<file path="config.mk">
export PLATFORM = sky130hd
export DESIGN_NAME = instruction_fetch_unit
export DESIGN_NICKNAME = d
export VERILOG_FILES = /design/src/rtl/instruction_fetch_unit.sv
export SDC_FILE = /design/constraint.sdc
export NUM_CORES = 1
export LEC_CHECK = 0
export CAP_MARGIN = 20
export CELL_PAD_IN_SITES_DETAIL_PLACEMENT = 0
export CELL_PAD_IN_SITES_GLOBAL_PLACEMENT = 1
export CORE_MARGIN = 2
export CORE_UTILIZATION = 37
export CTS_BUF_LIST = sky130_fd_sc_hd__clkbuf_4
export DETAILED_ROUTE_END_ITERATION = 12
export PLACE_DENSITY_LB_ADDON = 0.1
export SETUP_SLACK_MARGIN = 0.2
export SLEW_MARGIN = 25
export SYNTH_ARGS = -nofsm -noshare
export SYNTH_HDL_FRONTEND = slang
export SYNTH_SLANG_ARGS = --single-unit
export TNS_END_PERCENT = 1
</file>
<file path="constraint.sdc">
create_clock -name Clk -period 6.25 [get_ports Clk]
set_input_delay 1.875 -clock Clk [delete_from_list [all_inputs] [get_ports Clk]]
set_output_delay 1.875 -clock Clk [all_outputs]
set_load 0.05 [all_outputs]
</file>
<file path="src/rtl/instruction_fetch_unit.sv">
// ----------------------------------------------------------------------------
// instruction_fetch_unit
//
// Single-outstanding-request instruction fetch stage. It issues fetch
// requests at the current PC, holds the returned word in an output register
// for decode, and handles redirects from execute. A redirect that arrives
// while a fetch is in flight drains the stale response before fetching again.
//
// Ports
//   Clk                  system clock, rising edge
//   Rst_n                asynchronous active-low reset
//   memRequestOut        one-cycle fetch request pulse to instruction memory
//   memAddressOut        byte address of the request (current PC)
//   memValidIn           memory response strobe, one cycle per request
//   memInstructionIn     instruction word, sampled when memValidIn=1
//   branchTakenIn        redirect request from execute
//   branchTargetIn       redirect byte address (low two bits ignored)
//   stallIn              decode not ready; output register holds
//   instructionOut       fetched instruction to decode
//   pcOut                address of instructionOut
//   pcPlus4Out           pcOut + 4
//   instructionValidOut  output register holds a valid instruction
//   fetchCountOut        consumed-instruction count, present only when
//                        FETCH_PERF_COUNT_EN is defined
//
// Parameter
//   RESET_PC             PC value loaded at reset
// ----------------------------------------------------------------------------
module instruction_fetch_unit #(
    parameter logic [31:0] RESET_PC = 32'h0000_0000
) (
    input  logic        Clk,
    input  logic        Rst_n,
    output logic        memRequestOut,
    output logic [31:0] memAddressOut,
    input  logic        memValidIn,
    input  logic [31:0] memInstructionIn,
    input  logic        branchTakenIn,
    input  logic [31:0] branchTargetIn,
    input  logic        stallIn,
    output logic [31:0] instructionOut,
    output logic [31:0] pcOut,
    output logic [31:0] pcPlus4Out,
    output logic        instructionValidOut
`ifdef FETCH_PERF_COUNT_EN
    ,
    output logic [31:0] fetchCountOut
`endif
);

    typedef enum logic [1:0] {
        IDLE    = 2'd0,
        REQUEST = 2'd1,
        WAIT    = 2'd2,
        DRAIN   = 2'd3
    } state_e;

    state_e      state_q, state_d;
    logic [31:0] pc_q, pc_d;
    logic [31:0] instr_q, instr_d;
    logic [31:0] pc_out_q, pc_out_d;
    logic [31:0] pc_plus4_q, pc_plus4_d;
    logic        valid_q, valid_d;
    logic        mem_req;
    logic        consume;

    // Decode takes the held instruction on any edge where it is valid and
    // not stalled, including an edge where a redirect also clears it.
    assign consume = valid_q && !stallIn;

    always_comb begin
        state_d    = state_q;
        pc_d       = pc_q;
        instr_d    = instr_q;
        pc_out_d   = pc_out_q;
        pc_plus4_d = pc_plus4_q;
        valid_d    = valid_q;
        mem_req    = 1'b0;

        if (consume) begin
            valid_d = 1'b0;
        end

        unique case (state_q)
            IDLE: begin
                state_d = REQUEST;
            end
            REQUEST: begin
                // The pulse is decoded from the registered state so that the
                // response may arrive in the very next cycle. Only request
                // when the output register will be free to take the reply.
                if (!branchTakenIn && (!valid_q || !stallIn)) begin
                    mem_req = 1'b1;
                    state_d = WAIT;
                end
            end
            WAIT: begin
                if (branchTakenIn) begin
                    // A coincident response belongs to the old path: drop it.
                    state_d = memValidIn ? REQUEST : DRAIN;
                end else if (memValidIn) begin
                    instr_d    = memInstructionIn;
                    pc_out_d   = pc_q;
                    pc_plus4_d = pc_q + 32'd4;
                    pc_d       = pc_q + 32'd4;
                    valid_d    = 1'b1;
                    state_d    = REQUEST;
                end
            end
            DRAIN: begin
                if (memValidIn) begin
                    state_d = REQUEST;
                end
            end
            default: begin
                state_d = IDLE;
            end
        endcase

        // Redirect overrides everything else on PC and validity.
        if (branchTakenIn) begin
            pc_d    = {branchTargetIn[31:2], 2'b00};
            valid_d = 1'b0;
        end
    end

    always_ff @(posedge Clk or negedge Rst_n) begin
        if (!Rst_n) begin
            state_q    <= IDLE;
            pc_q       <= RESET_PC;
            instr_q    <= '0;
            pc_out_q   <= '0;
            pc_plus4_q <= '0;
            valid_q    <= 1'b0;
        end else begin
            state_q    <= state_d;
            pc_q       <= pc_d;
            instr_q    <= instr_d;
            pc_out_q   <= pc_out_d;
            pc_plus4_q <= pc_plus4_d;
            valid_q    <= valid_d;
        end
    end

    assign memRequestOut       = mem_req;
    assign memAddressOut       = pc_q;
    assign instructionOut      = instr_q;
    assign pcOut               = pc_out_q;
    assign pcPlus4Out          = pc_plus4_q;
    assign instructionValidOut = valid_q;

`ifdef FETCH_PERF_COUNT_EN
    logic [31:0] fetch_count_q, fetch_count_d;

    always_comb begin
        fetch_count_d = fetch_count_q;
        if (consume) begin
            fetch_count_d = fetch_count_q + 32'd1;
        end
    end

    always_ff @(posedge Clk or negedge Rst_n) begin
        if (!Rst_n) begin
            fetch_count_q <= '0;
        end else begin
            fetch_count_q <= fetch_count_d;
        end
    end

    assign fetchCountOut = fetch_count_q;
`endif

endmodule

</file>
==> impl_metrics.prom <==
# TYPE chip_impl_metric gauge
chip_impl_info{name="run_status",value="finished, final reports clean"} 1
chip_impl_metric{name="number_of_flops_mapped_to_enable_cells_by_yosys",unit=""} 0
chip_impl_metric{name="report.final.slew_viol_count",unit=""} 0
chip_impl_metric{name="io_pins",unit=""} 199
chip_impl_metric{name="power.leakage",unit="nW"} 3.513
chip_impl_metric{name="totalNegativeSetupSlack",unit="ps"} 0
chip_impl_metric{name="maxClockFrequency",unit="MHz"} 189.2
chip_impl_metric{name="clock-sinks",unit=""} 125
chip_impl_metric{name="dr_wl_met2",unit="um"} 7319
chip_impl_metric{name="timing.critical_path.arrival",unit="ps"} 3410
chip_impl_info{name="yosys.area.top_type",value="dfrtp_1"} 1
chip_impl_metric{name="layout-drive-gt1-share",unit="%"} 5.060
chip_impl_metric{name="ys_warn_count",unit=""} 0
chip_impl_metric{name="avgRoutedWirePerCell",unit="um"} 15.70
chip_impl_metric{name="core-area",unit="um^2"} 15090
chip_impl_info{name="synth_top_cells_by_area",value="dfrtp_1, nand2_1, xnor2_1, o21ai_0, xor2_1"} 1
chip_impl_info{name="critical_path.slowest_cell",value="clkdlybuf4s50_1"} 1
chip_impl_metric{name="initial_antenna_violation_count",unit=""} 2
chip_impl_metric{name="clk_pin_slew_worst_paths",unit="ps"} 110
chip_impl_metric{name="vias_in_the_first_global_route",unit=""} 4885
chip_impl_metric{name="clock_tree.htree_level_count",unit=""} 4
chip_impl_metric{name="syn_inst",unit=""} 649
chip_impl_metric{name="finalWeightedCongestion",unit=""} 0.7652
chip_impl_metric{name="floorplan.die_area",unit="um^2"} 16370
chip_impl_metric{name="detail_route.first_pass.iterations",unit=""} 4
chip_impl_metric{name="final.fill_count",unit=""} 1457
chip_impl_metric{name="first_pass_grt_wire_length",unit="um"} 25630
chip_impl_metric{name="numCtsBuffers",unit=""} 17
chip_impl_metric{name="timing.slew.headroom",unit="%"} 37.95
chip_impl_info{name="worstPathCellList",value="clkdlybuf4s50_1 > nand2_1 > and3_1 > clkdlybuf4s50_1"} 1
chip_impl_metric{name="drt_iter0_drc",unit=""} 252
chip_impl_metric{name="io_buffer_count",unit=""} 190
chip_impl_metric{name="hold_viol_final",unit=""} 0
chip_impl_info{name="most_numerous_cell_in_the_yosys_netlist",value="nand2_1"} 1
chip_impl_metric{name="final_net_count",unit=""} 887
chip_impl_metric{name="preCtsSetupSlack",unit="ps"} 943.7
chip_impl_metric{name="critical_path_peak_fanout",unit=""} 3
chip_impl_metric{name="start_util",unit="%"} 37.67
chip_impl_metric{name="core.rowCount",unit=""} 45
chip_impl_info{name="worst_path_top_cell_family_by_delay",value="buffers and inverters"} 1
chip_impl_metric{name="cp.buffers_inverters",unit=""} 2
chip_impl_info{name="start_kind",value="primary input"} 1
chip_impl_metric{name="synth.cell_area",unit="um^2"} 5684
chip_impl_metric{name="detailroute.wirelength.met3",unit="um"} 1387
chip_impl_info{name="worstSetupPathType",value="in -> out"} 1
chip_impl_metric{name="hold-worst-slack",unit="ps"} 484.7
chip_impl_metric{name="power_density",unit="nW/um^2"} 434.8
chip_impl_metric{name="pin_count_of_the_biggest_net_entering_global_routing",unit=""} 81
chip_impl_metric{name="holdBufCountCts",unit=""} 0
chip_impl_metric{name="cp_data_required_time",unit="ps"} 4380
chip_impl_metric{name="synthArstFlopShare",unit="%"} 100.0
chip_impl_metric{name="grt_use_total",unit="%"} 20.22
chip_impl_info{name="topRoutingLayerUsed",value="met4"} 1
chip_impl_metric{name="drcViolationCount",unit=""} 0
chip_impl_metric{name="postSynthRegisterBits",unit=""} 125
chip_impl_metric{name="met1_length",unit="um"} 7135
chip_impl_info{name="root_cell_of_the_clock_tree",value="clkbuf_4"} 1
chip_impl_metric{name="max_slew.worst_pin.slew",unit="ps"} 927.4
chip_impl_info{name="worstHoldPathType",value="reg -> reg"} 1
chip_impl_metric{name="finClkSkew",unit="ps"} 20.44
chip_impl_metric{name="p_int",unit="mW"} 1.924
chip_impl_metric{name="die_outline_width",unit="um"} 127.9
chip_impl_info{name="synth_common_cells",value="nand2_1, dfrtp_1, o21ai_0"} 1
chip_impl_metric{name="global_route.overflow_total",unit=""} 0
chip_impl_metric{name="layout_min_cycle_time",unit="ps"} 5285
chip_impl_info{name="grt_setup_unrepaired",value="false"} 1
chip_impl_metric{name="clock_tree.buffer_depth",unit=""} 2
chip_impl_metric{name="post-dp-hpwl",unit="um"} 10890
chip_impl_metric{name="switching_share",unit="%"} 44.65
chip_impl_metric{name="route.vias.total",unit=""} 4962
chip_impl_metric{name="drv_cap",unit=""} 0
chip_impl_metric{name="net_switching_power",unit="mW"} 1.552
chip_impl_info{name="synth-main-ff-cell",value="dfrtp_1"} 1
chip_impl_metric{name="seqPwrFrac",unit="%"} 34.4
chip_impl_metric{name="multi_input_comb_area",unit="um^2"} 2347
chip_impl_metric{name="irDropWorstVdd",unit="mV"} 0.2360
chip_impl_metric{name="totalWireLength",unit="um"} 16010
chip_impl_metric{name="layout_worst_path_cycle_share",unit="%"} 84.57
chip_impl_metric{name="seq_area",unit="um^2"} 3128
chip_impl_metric{name="post_cts_buffers",unit=""} 0
chip_impl_metric{name="finalSetupViolations",unit=""} 0
chip_impl_metric{name="power_frac_clock",unit="%"} 19.3
chip_impl_metric{name="ant_nets",unit=""} 0
chip_impl_metric{name="post_cts.resized_instances",unit=""} 0
chip_impl_metric{name="synth_largest_type_area_fraction",unit="%"} 55.03
chip_impl_info{name="critical_path.most_common_cell",value="clkdlybuf4s50_1"} 1
chip_impl_metric{name="crit_path_max_incr_delay",unit="ps"} 850
chip_impl_metric{name="combPwrFrac",unit="%"} 46.3
chip_impl_metric{name="yosysSeqAreaShare",unit="%"} 55.03
chip_impl_info{name="endpoint_kind",value="output pin"} 1
chip_impl_info{name="cts_tree",value="yes"} 1
chip_impl_metric{name="floorplan.die.height",unit="um"} 127.9
chip_impl_metric{name="insertion_delay",unit="ps"} 550
chip_impl_metric{name="post_synth_num_cell_types",unit=""} 38
chip_impl_metric{name="vias_per_cell",unit=""} 4.865
chip_impl_metric{name="post_synth.cell_area_avg",unit="um^2"} 8.758
chip_impl_metric{name="fin_ws",unit="ps"} 964.6
chip_impl_metric{name="flow.area_growth_from_synthesis",unit="%"} 40.61
-- layer usage --
metal / vias up / track usage, %
met5: - / 0
met3: 13 / 7.304
met1: 2355 / 27.05
met4: 0 / 6.399
li1: 2425 / -
met2: 169 / 30.80
-- cell usage in the layout (no fill, tap or decap), drive strengths merged --
master	n
nand2	264
clkdlybuf4s50	188
dfrtp	125
o21ai	55
xnor2	32
clkbuf	22
nor2	18
xor2	18
nand3	14
nand4	14
nor3	13
nor4	9
buf	7
conb	6
clkinv	5
bufinv	5
or3	4
and3	4
o221ai	3
diode	2
a21oi	2
inv	2
and4	2
or4	2
or2	2
nor2b	2
mux2i	2
and2	2
nand3b	1
a21o	1
and3b	1
a22oi	1
mux2	1
nor3b	1
o211ai	1
ha	1
-- tightest hold or removal path, delay by kind of cell, from the launching register on --
kind / cells / cell delay, ps
and+or+nand+nor: 2 / 100
DFF: 1 / 360
-- layout make-up --
cell class / count / area share (%)
Clock inverter: 10 / 2.113
Inverter: 2 / 0.09393
Timing Repair Buffer: 195 / 24.22
Antenna cell: 2 / 0.06262
Tap cell: 188 / 2.943
Sequential cell: 125 / 39.14
Clock buffer: 22 / 2.066
Multi-Input combinational cell: 476 / 29.37
-- stage by stage --
stage                     instances  power [mW]  utilization [%]  cell area [um^2]
after floorplan                 654       2.226                -              5703
after global placement          986       2.810            50.72              7654
after detailed placement        986       2.830            50.72              7654
after CTS                      1018       3.512            52.94              7988
after global routing           1019       3.647            52.95              7990
final                          1020       3.475            52.97              7993
-- state kept, by name (all words and copies together), names as in the netlist --
signal and cells:
memAddressOut 30, instructionValidOut 1, pcOut 30, instructionOut 32
pcPlus4Out 30, state_q 2
-- path summary, 6_finish.rpt --
kind | from | to | slack, ps | cells after the start
min in group asynchronous | Rst_n | pcOut[11] | 1350 | 1
max in group asynchronous | Rst_n | memAddressOut[26] | 3820 | 2
max | stallIn | memRequestOut | 960 | 4
min | instructionOut[21] | instructionOut[21] | 480 | 2
max reg2reg | memAddressOut[2] | memAddressOut[28] | 3510 | 6
min reg2reg | instructionOut[21] | instructionOut[21] | 480 | 2
-- kinds of logic (layout without fill, tap and decap cells) --
group,after synthesis,in the layout,share of synthesized area [%]
buf+inv,53,229,4.160
xor+xnor,50,50,7.704
simple gates,353,353,26.39
other cells,1,8,0.06597
flops,125,125,55.03
compound gates,63,63,5.877
mux,3,3,0.5503
fa+ha+maj,1,1,0.2201
-- power by group through the flow --
stage | Sequential [mW] | Clock, mW | Combinational (mW)
2_1_floorplan | 1.98 | 0 | 0.250
3_3_place_gp | 1.20 | 0 | 1.61
3_5_place_dp | 1.21 | 0 | 1.62
4_1_cts | 1.20 | 0.690 | 1.62
5_1_grt | 1.23 | 0.722 | 1.69
6_report | 1.20 | 0.671 | 1.61
(Power assumes the default switching activity.)
